[config.mk]
export PLATFORM = sky130hd
export DESIGN_NAME = vote_collector
export DESIGN_NICKNAME = d
export VERILOG_FILES = /design/src/rtl/voting_pkg.sv /design/src/rtl/vote_timeout_ctr.sv /design/src/rtl/vote_collector.sv
export SDC_FILE = /design/constraint.sdc
export NUM_CORES = 1
export LEC_CHECK = 0
export ABC_CLOCK_PERIOD_IN_PS = 4300
export BUFFER_PORTS_ARGS = -buffer_cell sky130_fd_sc_hd__buf_2
export CAP_MARGIN = 20
export CORE_ASPECT_RATIO = 1.75
export CORE_UTILIZATION = 58
export CTS_CLUSTER_DIAMETER = 80
export DETAILED_ROUTE_END_ITERATION = 10
export GPL_TIMING_DRIVEN = 0
export PLACE_DENSITY = 0.84
export SLEW_MARGIN = 40
export SYNTH_ARGS = -nofsm -noshare
export SYNTH_HDL_FRONTEND = slang
export SYNTH_SLANG_ARGS = --single-unit
[constraint.sdc]
create_clock -name clk -period 4.3 [get_ports clk]
set_clock_uncertainty 0.2 [all_clocks]
set_input_delay 0 -clock clk [delete_from_list [all_inputs] [get_ports clk]]
set_output_delay 0 -clock clk [all_outputs]
set_load 0.03 [all_outputs]
[src/rtl/voting_pkg.sv]
// Shared definitions for the vote collector and the combinational voting block.
package voting_pkg;
    localparam int VOTE_N     = 3;
    localparam int VOTE_M     = 3;
    localparam int NUM_VOTERS = 2**VOTE_M;

    typedef enum logic {COLLECT, PRESENT} state_t;

    // Low bit of voter slot i in a bus packed with n-bit ballots.
    function automatic int slot_lo(input int i, input int n);
        return i * n;
    endfunction
endpackage

[src/rtl/vote_timeout_ctr.sv]
// Round timeout counter: starts on the first ballot of a round and flags
// expiry on the edge where it reaches TIMEOUT. Built only with VOTE_TIMEOUT_EN.
`ifdef VOTE_TIMEOUT_EN
module vote_timeout_ctr
    import voting_pkg::*;
#(
    parameter int TIMEOUT = 64
) (
    input  logic clk,
    input  logic rst_n,
    input  logic start,
    input  logic clr,
    output logic expire
);
    localparam int CW = $clog2(TIMEOUT + 1);

    logic          running;
    logic [CW-1:0] cnt;

    // cnt holds the number of edges since the first accept; the next edge
    // brings it to TIMEOUT, so that is the edge the round closes on.
    assign expire = running && (cnt == CW'(TIMEOUT - 1));

    // Arm on first ballot, count while armed, drop when the round leaves COLLECT.
    always_ff @(posedge clk or negedge rst_n) begin
        if (!rst_n) begin
            running <= 1'b0;
            cnt     <= '0;
        end else if (clr) begin
            running <= 1'b0;
            cnt     <= '0;
        end else if (running) begin
            cnt <= cnt + CW'(1);
        end else if (start) begin
            running <= 1'b1;
            cnt     <= '0;
        end
    end
endmodule
`endif

[src/rtl/vote_collector.sv]
// Ballot collector feeding the voting block. Gathers one ballot per voter,
// then presents the packed bus until the consumer takes it.
// Optional: VOTE_TIMEOUT_EN closes a round TIMEOUT cycles after its first ballot.
module vote_collector
    import voting_pkg::*;
#(
    parameter int N       = VOTE_N,
    parameter int M       = VOTE_M,
    parameter int TIMEOUT = 64
) (
    input  logic               clk,
    input  logic               rst_n,
    input  logic               in_valid,
    output logic               in_ready,
    input  logic [M-1:0]       in_voter_id,
    input  logic [N-1:0]       in_vote,
    output logic               out_valid,
    input  logic               out_ready,
    output logic [(2**M)*N-1:0] vote,
    output logic [M:0]         vote_count,
    output logic               dup_err
);
    localparam int NV = 2**M;
    localparam logic [M:0] LAST_CNT = (M+1)'(NV - 1);

    state_t        state, state_next;
    logic [NV-1:0] mask;
    logic          accept, is_new, last, take, expire;

    assign in_ready  = (state == COLLECT);
    assign out_valid = (state == PRESENT);
    assign accept    = in_valid && in_ready;
    assign is_new    = !mask[in_voter_id];
    assign last      = accept && is_new && (vote_count == LAST_CNT);
    assign take      = out_valid && out_ready;

`ifdef VOTE_TIMEOUT_EN
    vote_timeout_ctr #(.TIMEOUT(TIMEOUT)) u_tmo (
        .clk    (clk),
        .rst_n  (rst_n),
        .start  (accept),
        .clr    (state == PRESENT),
        .expire (expire)
    );
`else
    logic unused_cfg;
    assign unused_cfg = ^TIMEOUT;
    assign expire     = 1'b0;
`endif

    // State register.
    always_ff @(posedge clk or negedge rst_n) begin
        if (!rst_n) state <= COLLECT;
        else        state <= state_next;
    end

    // Close the round on the last ballot (or expiry); reopen when taken.
    always_comb begin
        state_next = state;
        case (state)
            COLLECT: if (last || expire) state_next = PRESENT;
            PRESENT: if (take)           state_next = COLLECT;
            default:                     state_next = COLLECT;
        endcase
    end

    // Slot storage: first ballot per voter wins, cleared when the round is taken.
    always_ff @(posedge clk or negedge rst_n) begin
        if (!rst_n) begin
            mask       <= '0;
            vote       <= '0;
            vote_count <= '0;
            dup_err    <= 1'b0;
        end else begin
            dup_err <= accept && !is_new;
            if (take) begin
                mask       <= '0;
                vote       <= '0;
                vote_count <= '0;
            end else if (accept && is_new) begin
                mask[in_voter_id]                               <= 1'b1;
                vote[slot_lo(int'(in_voter_id), N) +: N]        <= in_vote;
                vote_count                                      <= vote_count + (M+1)'(1);
            end
        end
    end
endmodule
# After elaboration in Yosys (flattened, before gate mapping)
# Index checks and enable logic that the tools add are counted.
[word_totals]
register_bits = 38
elab_cells = 37
[op_classes]
n_addsub = 2
multipliers = 1
n_lt_le_gt_ge = 2
eq_ne = 1
shifts = 2
muxes = 14
bitwise_logic = 2
reduce_logical = 8
[op_table]
columns = ["cell", "n"]
rows = [
  ["24-bit 2-to-1 mux", 2],
  ["5-bit negator with 33-bit output", 1],
  ["3-bit by 33-bit variable shift with 24-bit output (first input constant)", 1],
  ["3-bit by 33-bit indexed part select with 24-bit output", 1],
  ["24-bit bitwise mux", 1],
  ["8-bit 2-to-1 mux", 2],
  ["4-bit 2-to-1 mux", 2],
  ["8-bit OR", 1],
  ["1-bit logical AND", 6],
  ["3-bit by 2-bit multiplier with 5-bit output (second input constant)", 1],
  ["4-bit by 1-bit adder with 4-bit output (second input constant)", 1],
  ["4-bit by 3-bit equality test with 1-bit output (second input constant)", 1],
  ["3-bit by 4-bit less-than comparator with 1-bit output (second input constant)", 1],
  ["1-bit 2-to-1 mux", 4],
  ["1-bit binary-select mux with 3-bit select", 1],
  ["1-bit demux with 3-bit select", 1],
  ["3-bit by 1-bit >= comparator with 1-bit output (second input constant)", 1],
  ["1-bit one-hot mux with 2 select lines", 1],
  ["2-bit nonzero test", 1],
  ["1-bit logical NOT", 1],
  ["1-bit NOT", 1],
]

# Logic depth before layout (Yosys ltp)
# Gate-level depths: netlist of run 1.
[depth]
depth_word = 7
ltp_mapped = 8

# Worst setup path after synthesis of run 1
# Ideal clock, no wire load.
[synth_timing]
path_type = "register to register"
start = "reg state, in the netlist out_valid"
end = "reg vote[15]"
t_arrival_ns = 1.744
required_time_ns = 3.976
slack_ns = 2.233
stages_incl_launch_ff = 6
path_buffers = 1
path_cell_list = "dfrtp_1 -> nand2b_1 -> a21o_1 -> or4b_1 -> buf_2 -> mux2i_1"
[synth_between]
elab_chain_len = 4
elab_cells_between_ends = 6
classes_between = "1 x mux; 1 x bitwise; 4 x reduce/logical"
[synth_rtl]
columns = ["item", "line", "text"]
rows = [
  ["start, declared", "vote_collector.sv:26", "state_t state, state_next;"],
  ["start signal, assigned", "vote_collector.sv:54", "else state <= state_next;"],
  ["1-bit NOT", "--", ""],
  ["1-bit logical AND", "vote_collector.sv:32", "assign accept = in_valid && in_ready;"],
  ["1-bit logical AND", "vote_collector.sv:80", "end else if (accept && is_new) begin"],
  ["2-bit nonzero test (no source line)", "--", ""],
  ["end signal, assigned by index", "vote_collector.sv:82", "vote[slot_lo(int'(in_voter_id), N) +: N] <= in_vote;"],
  ["end, declared", "vote_collector.sv:19", "output logic [(2**M)*N-1:0] vote,"],
]
# Parallel ways exist; a longest one is shown, timed or not.
# A chain may end at the register's enable or synchronous reset.

# Worst setup path in the final report of run 1
[layout_timing]
start = "in in_voter_id[1]"
end = "reg vote[0]"
[layout_between]
elab_chain_len = 6
elab_cells_between_ends = 12
classes_between = "1 x add/sub; 1 x mul; 2 x shift; 5 x mux; 3 x reduce/logical"
[layout_rtl]
columns = ["item", "line", "text"]
rows = [
  ["start, declared", "vote_collector.sv:15", "input logic [M-1:0] in_voter_id,"],
  ["3-bit by 2-bit multiplier with 5-bit output", "voting_pkg.sv:11", "return i * n;"],
  ["5-bit negator with 33-bit output", "vote_collector.sv:82", ""],
  ["3-bit by 33-bit indexed part select with 24-bit output / 3-bit by 33-bit variable shift with 24-bit output (equally long branches)", "vote_collector.sv:82", ""],
  ["24-bit bitwise mux", "vote_collector.sv:82", ""],
  ["24-bit 2-to-1 mux", "vote_collector.sv:80", ""],
  ["24-bit 2-to-1 mux", "vote_collector.sv:76", "if (take) begin"],
]
# Parallel ways exist; a longest one is shown, timed or not. The select of a mux whose other input is x is not followed.

==> summary.md, run 1 <==
| Metric | Value |
|---|---|
| Root buffer cell | `clkbuf_8` |
| Data arrival, critical path | `2.78 ns` |
| CTS Buf Count | `5` |
| Peak fanout along the critical path | `10` |
| Total die area | `3710 um^2` |
| Gr ovfl total | `0` |
| Longest Clk Path Bufs | `2` |
| Post-CTS Setup Bufs | `0` |
| TritonCTS Sinks | `38` |
| Post-synth EDFFs | `0` |
| PD cells | `578 nW/um^2` |
| Post-CTS Resized | `0` |
| Global-route wire length before repair | `7670 um` |
| # diodes | `0` |
| Synth-to-Final Area Change | `22.1%` |
| I/O Pins | `41` |
| Overall power | `1.42 mW` |
| Synth cell count leaders | `dfrtp_1, nand2_1, mux2i_1` |
| WP data required | `4.28 ns` |
| Drt via density | `5.88` |
| CTS tree | `done` |
| Setup CP Type | `input pin to register` |
| Syn Area/Cell | `10.7 um^2` |
| Core Area | `3210 um^2` |
| Synthesized cell area | `2010 um^2` |
| Period utilization | `65.1%` |
| Yosys top cell by area | `dfrtp_1` |
| Relative slew slack | `59.2%` |
| Vias | `1,699` |
| Final min period | `2.80 ns` |
| Worst-skew pair later-pin latency | `0.29 ns` |
| Max IR drop VDD | `0.402 mV` |
| Share of cells above drive strength 1 | `27.6%` |
| # H-tree levels | `2` |
| DRC Markers | `0` |
| Clk slew on worst S/H paths | `0.08 ns` |
| Final Cell Area | `2450 um^2` |
| Die W | `46.5 um` |
| Unrepaired setup endpoints after global routing | `false` |
| Multi-input gate area | `982 um^2` |
| Initial antenna violation count | `0` |
| Largest net degree at the start of global routing | `39` |
| Worst-margin pin slew | `0.611 ns` |
| Number of port buffers | `40` |
| Die height | `79.8 um` |
| Initial Util | `62.5%` |
| Num rows | `27` |
| Final Max Slew Viols | `0` |
| Synthesis-stage register bit count | `38` |
| Drt pass-1 iters | `4` |
| Final RePlAce weighted congestion | `0.852` |
| Worst setup SP type | `input pin` |
| Yosys cell types | `41` |
| Max frequency | `357 MHz` |
| Post-Place Cell Area | `2260 um^2` |
| Share of the synthesized area in the top cell type | `47.4%` |
| Post-synthesis sequential area ratio | `47.4%` |
| Top cells by area, synth | `dfrtp_1, mux2i_1, nand2_1, ha_1, nand3_1` |
| Reg2Reg Launch Point | `mask[6]$_DFFE_PN0P_` |
| Syn Inst Count | `188` |
| Endpoints failing setup | `0` |
| WHS | `0.00400 ns` |
| Fillers | `216` |
| Count leader, synth | `dfrtp_1` |
| Critical Path Sink Type | `register` |
| HPWL Detailed | `3330 um` |
| Max-Cap Viols | `0` |
| Reg2Reg Depth | `5` |
| Nets | `260` |
| HP Class | `input pin to asynchronous set/reset pin` |
| Vias in the first global route | `1,665` |
| Synth Warn # | `0` |
| # hold bufs at CTS | `9` |
| DR WL/cell | `16.2 um` |
| Ys async rst share | `100%` |
| P_leak | `1.27 nW` |
| CP startpoint | `in_voter_id[1]` |
| Routed Antenna Nets | `0` |
| Wirelength, routed | `4690 um` |
| Final Hold Viols | `0` |
| FF+latch area | `951 um^2` |
| All-layer global routing usage | `29.1%` |
| Mapped Nets | `203` |
| Status | `completed` |
| Top_reg_cell synth | `dfrtp_1` |
| DR iter-0 viols | `73` |
| Final setup TNS | `0 ns` |
## sequential cells by signal, summed over array words and instances (netlist names)
register,cells
dup_err,1
vote_count,4
out_valid,1
mask,8
vote,24
## worst max-delay path: stages
cell and delay, ns:
dlygate4sd3_1 0.53, buf_2 0.16, buf_2 0.24, inv_1 0.15, ha_1 0.29, clkbuf_1 0.28
nor3_1 0.08, o211ai_1 0.20, mux2i_1 0.23, a21oi_1 0.05, dlygate4sd3_1 0.56
## per-stage QoR
step,std cells,utilization [%],setup WS (ns)
after floorplan,188,-,2.23
after global routing,289,76.3,1.33
final,289,76.3,1.50
after global placement,271,70.4,1.99
after CTS,288,76.1,1.52
after detailed placement,271,70.4,1.94
## worst paths after layout
kind                                                  end  slack (ns)
worst max-delay path                  vote[0]$_DFFE_PN0P_        1.50
worst min-delay path                  mask[6]$_DFFE_PN0P_       0.004
worst max register to register       vote[18]$_DFFE_PN0P_        2.14
worst min register to register        mask[3]$_DFFE_PN0P_        0.28
max in group asynchronous       vote_count[2]$_DFFE_PN0P_        3.56
min in group clk                      mask[2]$_DFFE_PN0P_        0.03
## per-layer routing
layer / up-vias / global-route usage, % / wire (um)
met3: 20 / 6.11 / 201
met1: 827 / 35.4 / 1850
li1: 792 / - / -
met5: - / 0 / 0
met4: 0 / 14.1 / 184
met2: 60 / 46.7 / 2450
## layout make-up
cell class | instances | share of cell area [%]
plain buffers | 12 | 2.40
multi-input cells | 134 | 40.1
clock inverters | 1 | 0.204
repair buffers | 50 | 12.2
well taps | 43 | 2.20
clock buffers | 7 | 3.52
inverters | 4 | 0.613
flip-flops and latches | 38 | 38.8
## placed cells by master (no fill, tap or decap), types with 2 or more instances in the layout
cell / synthesis / final
buf_2: 5 / 44
dfrtp_1: 38 / 38
nand2_1: 35 / 35
mux2i_1: 25 / 25
nand3_1: 10 / 10
dlygate4sd3_1: 0 / 9
clkbuf_1: 6 / 7
clkbuf_8: 0 / 6
a21oi_1: 5 / 5
nand4_1: 5 / 5
o31ai_1: 5 / 5
ha_1: 5 / 5
inv_1: 4 / 4
o21ai_0: 3 / 3
nor4_2: 3 / 3
and3_1: 3 / 3
o41ai_2: 3 / 3
or4b_1: 3 / 3
nor2b_1: 2 / 2
mux2_2: 2 / 2
nor2_1: 2 / 2
mux2_4: 2 / 2
o311ai_0: 2 / 2
## report_power, final
| part | internal (mW) | total, mW | switching [mW] |
|---|---|---|---|
| combinational | 0.210 | 0.603 | 0.393 |
| sequential | 0.481 | 0.561 | 0.0800 |
| clock | 0.129 | 0.253 | 0.124 |
| total | 0.820 | 1.42 | 0.597 |
## kinds of logic after synthesis
| group | share of synthesized area, % |
|---|---|
| AO/OA/AOI/OAI | 12.0 |
| XOR/XNOR | 0.436 |
| flip-flops | 47.4 |
| buffers and inverters | 3.68 |
| multiplexers | 15.1 |
| adder cells (fa/ha/maj) | 3.12 |
| AND/OR/NAND/NOR | 18.3 |
Power figures use the tool's default switching activity.
==> run 2: changes to the inputs <==
--- a/config.mk
+++ b/config.mk
@@ -5,15 +5,16 @@
 export SDC_FILE = /design/constraint.sdc
 export NUM_CORES = 1
 export LEC_CHECK = 0
-export ABC_CLOCK_PERIOD_IN_PS = 4300
+export ABC_AREA = 1
+export ABC_CLOCK_PERIOD_IN_PS = 2400
 export BUFFER_PORTS_ARGS = -buffer_cell sky130_fd_sc_hd__buf_2
 export CAP_MARGIN = 20
 export CORE_ASPECT_RATIO = 1.75
-export CORE_UTILIZATION = 58
+export CORE_UTILIZATION = 50
 export CTS_CLUSTER_DIAMETER = 80
 export DETAILED_ROUTE_END_ITERATION = 10
 export GPL_TIMING_DRIVEN = 0
-export PLACE_DENSITY = 0.84
+export PLACE_DENSITY = 0.76
 export SLEW_MARGIN = 40
 export SYNTH_ARGS = -nofsm -noshare
 export SYNTH_HDL_FRONTEND = slang
==> constraint.sdc (replaced) <==
create_clock -name clk -period 2.4 [get_ports clk]
set_clock_uncertainty 0.2 [all_clocks]
set_input_delay 0 -clock clk [delete_from_list [all_inputs] [get_ports clk]]
set_output_delay 0 -clock clk [all_outputs]
set_load 0.03 [all_outputs]
==> summary.md, run 2 <==
| Metric | Value |
|---|---|
| Synthesis-stage register bit count | `38 (unchanged)` |
| WP data required | `2.40 ns (-1.88 ns)` |
| Sequential share of power | `39.4% (-0.2 points)` |
| Violated checks | `negative hold slack` |
| Drt via density | `5.40 (-8.2%)` |
| Mapped Nets | `287 (+41%)` |
| Root buffer cell | `clkbuf_8` |
| Max-Cap Viols | `0 (unchanged)` |
| DRC Markers | `0 (unchanged)` |
| Core Area | `4150 um^2 (+29%)` |
| Wirelength, routed | `5460 um (+17%)` |
| # hold bufs at CTS | `9 (unchanged)` |
| Commonest non-fill, non-tap cell in the layout | `nand2_1` |
| Final Hold Viols | `7 (+7)` |
| Overall power | `2.49 mW (+75%)` |
| # H-tree levels | `2 (unchanged)` |
| Final instance count without filler cells | `378 (+31%)` |
| Peak fanout along the critical path | `10 (unchanged)` |
| Final RePlAce weighted congestion | `0.925 (+8.6%)` |
| Share of cells above drive strength 1 | `23.4% (-4.2 points)` |
| Nets | `343 (+32%)` |
| Worst-skew pair later-pin latency | `0.31 ns (+0.02 ns)` |
| TritonCTS Sinks | `38 (unchanged)` |
| Status | `finished with violations` |
| Design internal power | `1.40 mW (+71%)` |
| Gr ovfl total | `0 (unchanged)` |
| Data arrival, critical path | `2.10 ns (-0.68 ns)` |
| Critical Path Sink Type | `register` |
| Reg2reg end | `mask[6]$_DFFE_PN0P_` |
| Crit path max-delay cell type | `dlygate4sd3_1` |
| Reg2Reg Launch Point | `out_valid$_DFF_PN0_` |
| DP Worst Slack | `0.497 ns (-1.44 ns)` |
| Syn Area/Cell | `7.94 um^2 (-26%)` |
| Flop2flop setup slack | `0.47 ns (-1.67 ns)` |
| Endpoints failing setup | `0 (unchanged)` |
| Worst-margin pin slew | `0.493 ns (-0.118 ns)` |
| Num rows | `31 (+15%)` |
| Global-route wire length before repair | `8810 um (+15%)` |
| Unrepaired setup endpoints after global routing | `false` |
| PD cells | `953 nW/um^2 (+65%)` |
| HP Class | `input pin to asynchronous set/reset pin` |
| Synth cell count leaders | `nand2_1, nand3_1, dfrtp_1` |
| Clk slew on worst S/H paths | `0.08 ns (about the same)` |
| Final Max Slew Viols | `0 (unchanged)` |
| Net Sw Frac | `43.5% (+1.4 points)` |
| Worst setup SP type | `input pin` |
| Top flop regs | `vote (24), mask (8), vote_count (4)` |
| Vias in the first global route | `2,061 (+24%)` |
| I/O Pins | `41 (unchanged)` |
| Drt pass-1 iters | `4 (unchanged)` |
| Count leader, synth | `nand2_1` |
| DR iter-0 viols | `35 (-52%)` |
| Die height | `88.9 um (+11%)` |
| Die W | `51.7 um (+11%)` |
| Longest Clk Path Bufs | `2 (unchanged)` |
| # diodes | `0 (unchanged)` |
| DR WL/cell | `14.4 um (-11%)` |
| Clock Power Share | `19.1% (+1.2 points)` |
| Syn Inst Count | `272 (+45%)` |
| Final min period | `2.10 ns` |
| Top_reg_cell synth | `dfrtp_1` |
| Yosys cell types | `27 (-34%)` |
| P_sw | `1.08 mW (+81%)` |
| Crit-path cells | `dlygate4sd3_1 -> buf_2 -> buf_4 -> inv_1 -> ha_1 -> nor3_1 -> nand4_1 -> nand3_1 -> nand2_1` |
| Ys async rst share | `100% (unchanged)` |
| Relative slew slack | `67.1% (+8.0 points)` |
| Critical Path Max Stage Delay | `0.52 ns (-0.04 ns)` |
| Worst setup margin | `0.299 ns (-1.20 ns)` |
| Placed Cells | `361 (+33%)` |
| Max reg flops | `24 (unchanged)` |
| Total die area | `4590 um^2 (+24%)` |
| Share of the synthesized area in the top cell type | `44.1% (-3.3 points)` |
| Commonest cells after routing, fill and taps aside | `nand2_1, nand3_1, buf_2, dfrtp_1, nor2_1` |
| P_leak | `1.41 nW (+11%)` |
| Largest net degree at the start of global routing | `39 (unchanged)` |
| Routed Antenna Nets | `0 (unchanged)` |
| Top reg by flops | `vote` |
| Synthesized cell area | `2160 um^2 (+7.5%)` |
| Synth-to-Final Area Change | `20.8%` |
| Setup CP Type | `input pin to register` |
| Max frequency | `476 MHz` |
| Post-synth EDFFs | `0 (unchanged)` |
| Yosys top cell by area | `dfrtp_1` |
| Number of port buffers | `40 (unchanged)` |
| Vias | `2,041 (+20%)` |
| All-layer global routing usage | `27.0% (-2.1 points)` |
| HPWL Detailed | `4030 um (+21%)` |
| Combinational Power Share | `41.5% (-1.0 points)` |
| Post-CTS Resized | `0 (unchanged)` |
| Synth Warn # | `0 (unchanged)` |
| CTS tree | `done` |
| WHS | `-0.0102 ns (-0.0142 ns)` |
| Final setup TNS | `0 ns (unchanged)` |
| CTS Buf Count | `5 (unchanged)` |
| Max IR drop VDD | `0.605 mV (+51%)` |
| Initial antenna violation count | `0 (unchanged)` |
| Reg2Reg Depth | `5 (unchanged)` |
| Post-CTS Setup Bufs | `0 (unchanged)` |
| Top cells by area, synth | `dfrtp_1, nand2_1, nand3_1, nor2_1, nand4_1` |
| Initial Util | `52.0% (-11 points)` |
| Post-synthesis sequential area ratio | `44.1% (-3.3 points)` |
| Period utilization | `87.6%` |
## run 2: changes by cell type in the layout (fill, tap and decap cells not counted), sizes merged, moves of 4 or more
cell / delta
nand2: +44
nor2: +32
mux2i: -25
inv: +21
o31ai: -5
mux2: -4
nand3: +37
nand4: +12
## run 2: through the flow
step | area [um^2] | util (%) | hold slack, ns
2_1_floorplan | 2160 | - | -0.496
3_3_place_gp | 2420 | 58.3 | -0.0461
3_5_place_dp | 2420 | 58.4 | -0.202
4_1_cts | 2610 | 62.8 | 0.0166
5_1_grt | 2610 | 62.8 | 0.0590
6_report | 2610 | 62.8 | -0.0102
## run 2: worst max-delay path by stage
stage	from	end	slack (ns)	depth (start not counted)
detailed placement	out_valid$_DFF_PN0_	vote[0]$_DFFE_PN0P_	0.50	5
finish	in_voter_id[1]	vote[0]$_DFFE_PN0P_	0.30	9
global placement	out_valid$_DFF_PN0_	vote_count[1]$_DFFE_PN0P_	0.52	5
floorplan	out_valid$_DFF_PN0_	vote[0]$_DFFE_PN0P_	0.47	7
CTS	in_voter_id[1]	vote[0]$_DFFE_PN0P_	0.33	9
global route	in_voter_id[1]	vote[1]$_DFFE_PN0P_	0.22	9
## run 2: power groups by stage
stage / Clock (mW) / Combinational, mW / Sequential, mW
5_1_grt: 0.504 / 1.13 / 1.01
2_1_floorplan: 0 / 0.466 / 1.26
3_5_place_dp: 0 / 1.02 / 0.992
3_3_place_gp: 0 / 1.00 / 0.983
6_report: 0.474 / 1.03 / 0.980
4_1_cts: 0.478 / 1.03 / 0.979
## run 2: cell families after synthesis
logic type | after synthesis | share of synthesized area (%)
adder cells (fa/ha/maj) | 5 | 2.90
flip-flops | 38 | 44.1
AO/OA/AOI/OAI | 9 | 2.20
XOR/XNOR | 2 | 0.812
buffers and inverters | 35 | 7.48
AND/OR/NAND/NOR | 183 | 42.6
## run 2: worst max-delay path: cells and delay by family
| family | cells | cell delay [ns] |
|---|---|---|
| buf+inv | 4 | 0.93 |
| simple gates | 4 | 0.82 |
| fa+ha+maj | 1 | 0.35 |
## run 2: layer usage
| metal | global-route usage, % | share of wire [%] | up-vias |
|---|---|---|---|
| met5 | 0 | 0 | - |
| met4 | 19.9 | 4.3 | 0 |
| met3 | 5.95 | 3.4 | 18 |
| met2 | 50.2 | 57 | 50 |
| met1 | 24.6 | 36 | 975 |
| li1 | - | - | 998 |
## run 2: layout make-up
type                            count  area, um^2
Inverter                           25        96.3
Clock inverter                      2        12.5
Multi-Input combinational cell    199        1050
Fill cell                         378        1540
Sequential cell                    38         951
Tap cell                           49        61.3
Clock buffer                        6        82.6
Buffer                             10        65.1
Timing Repair Buffer               49         293
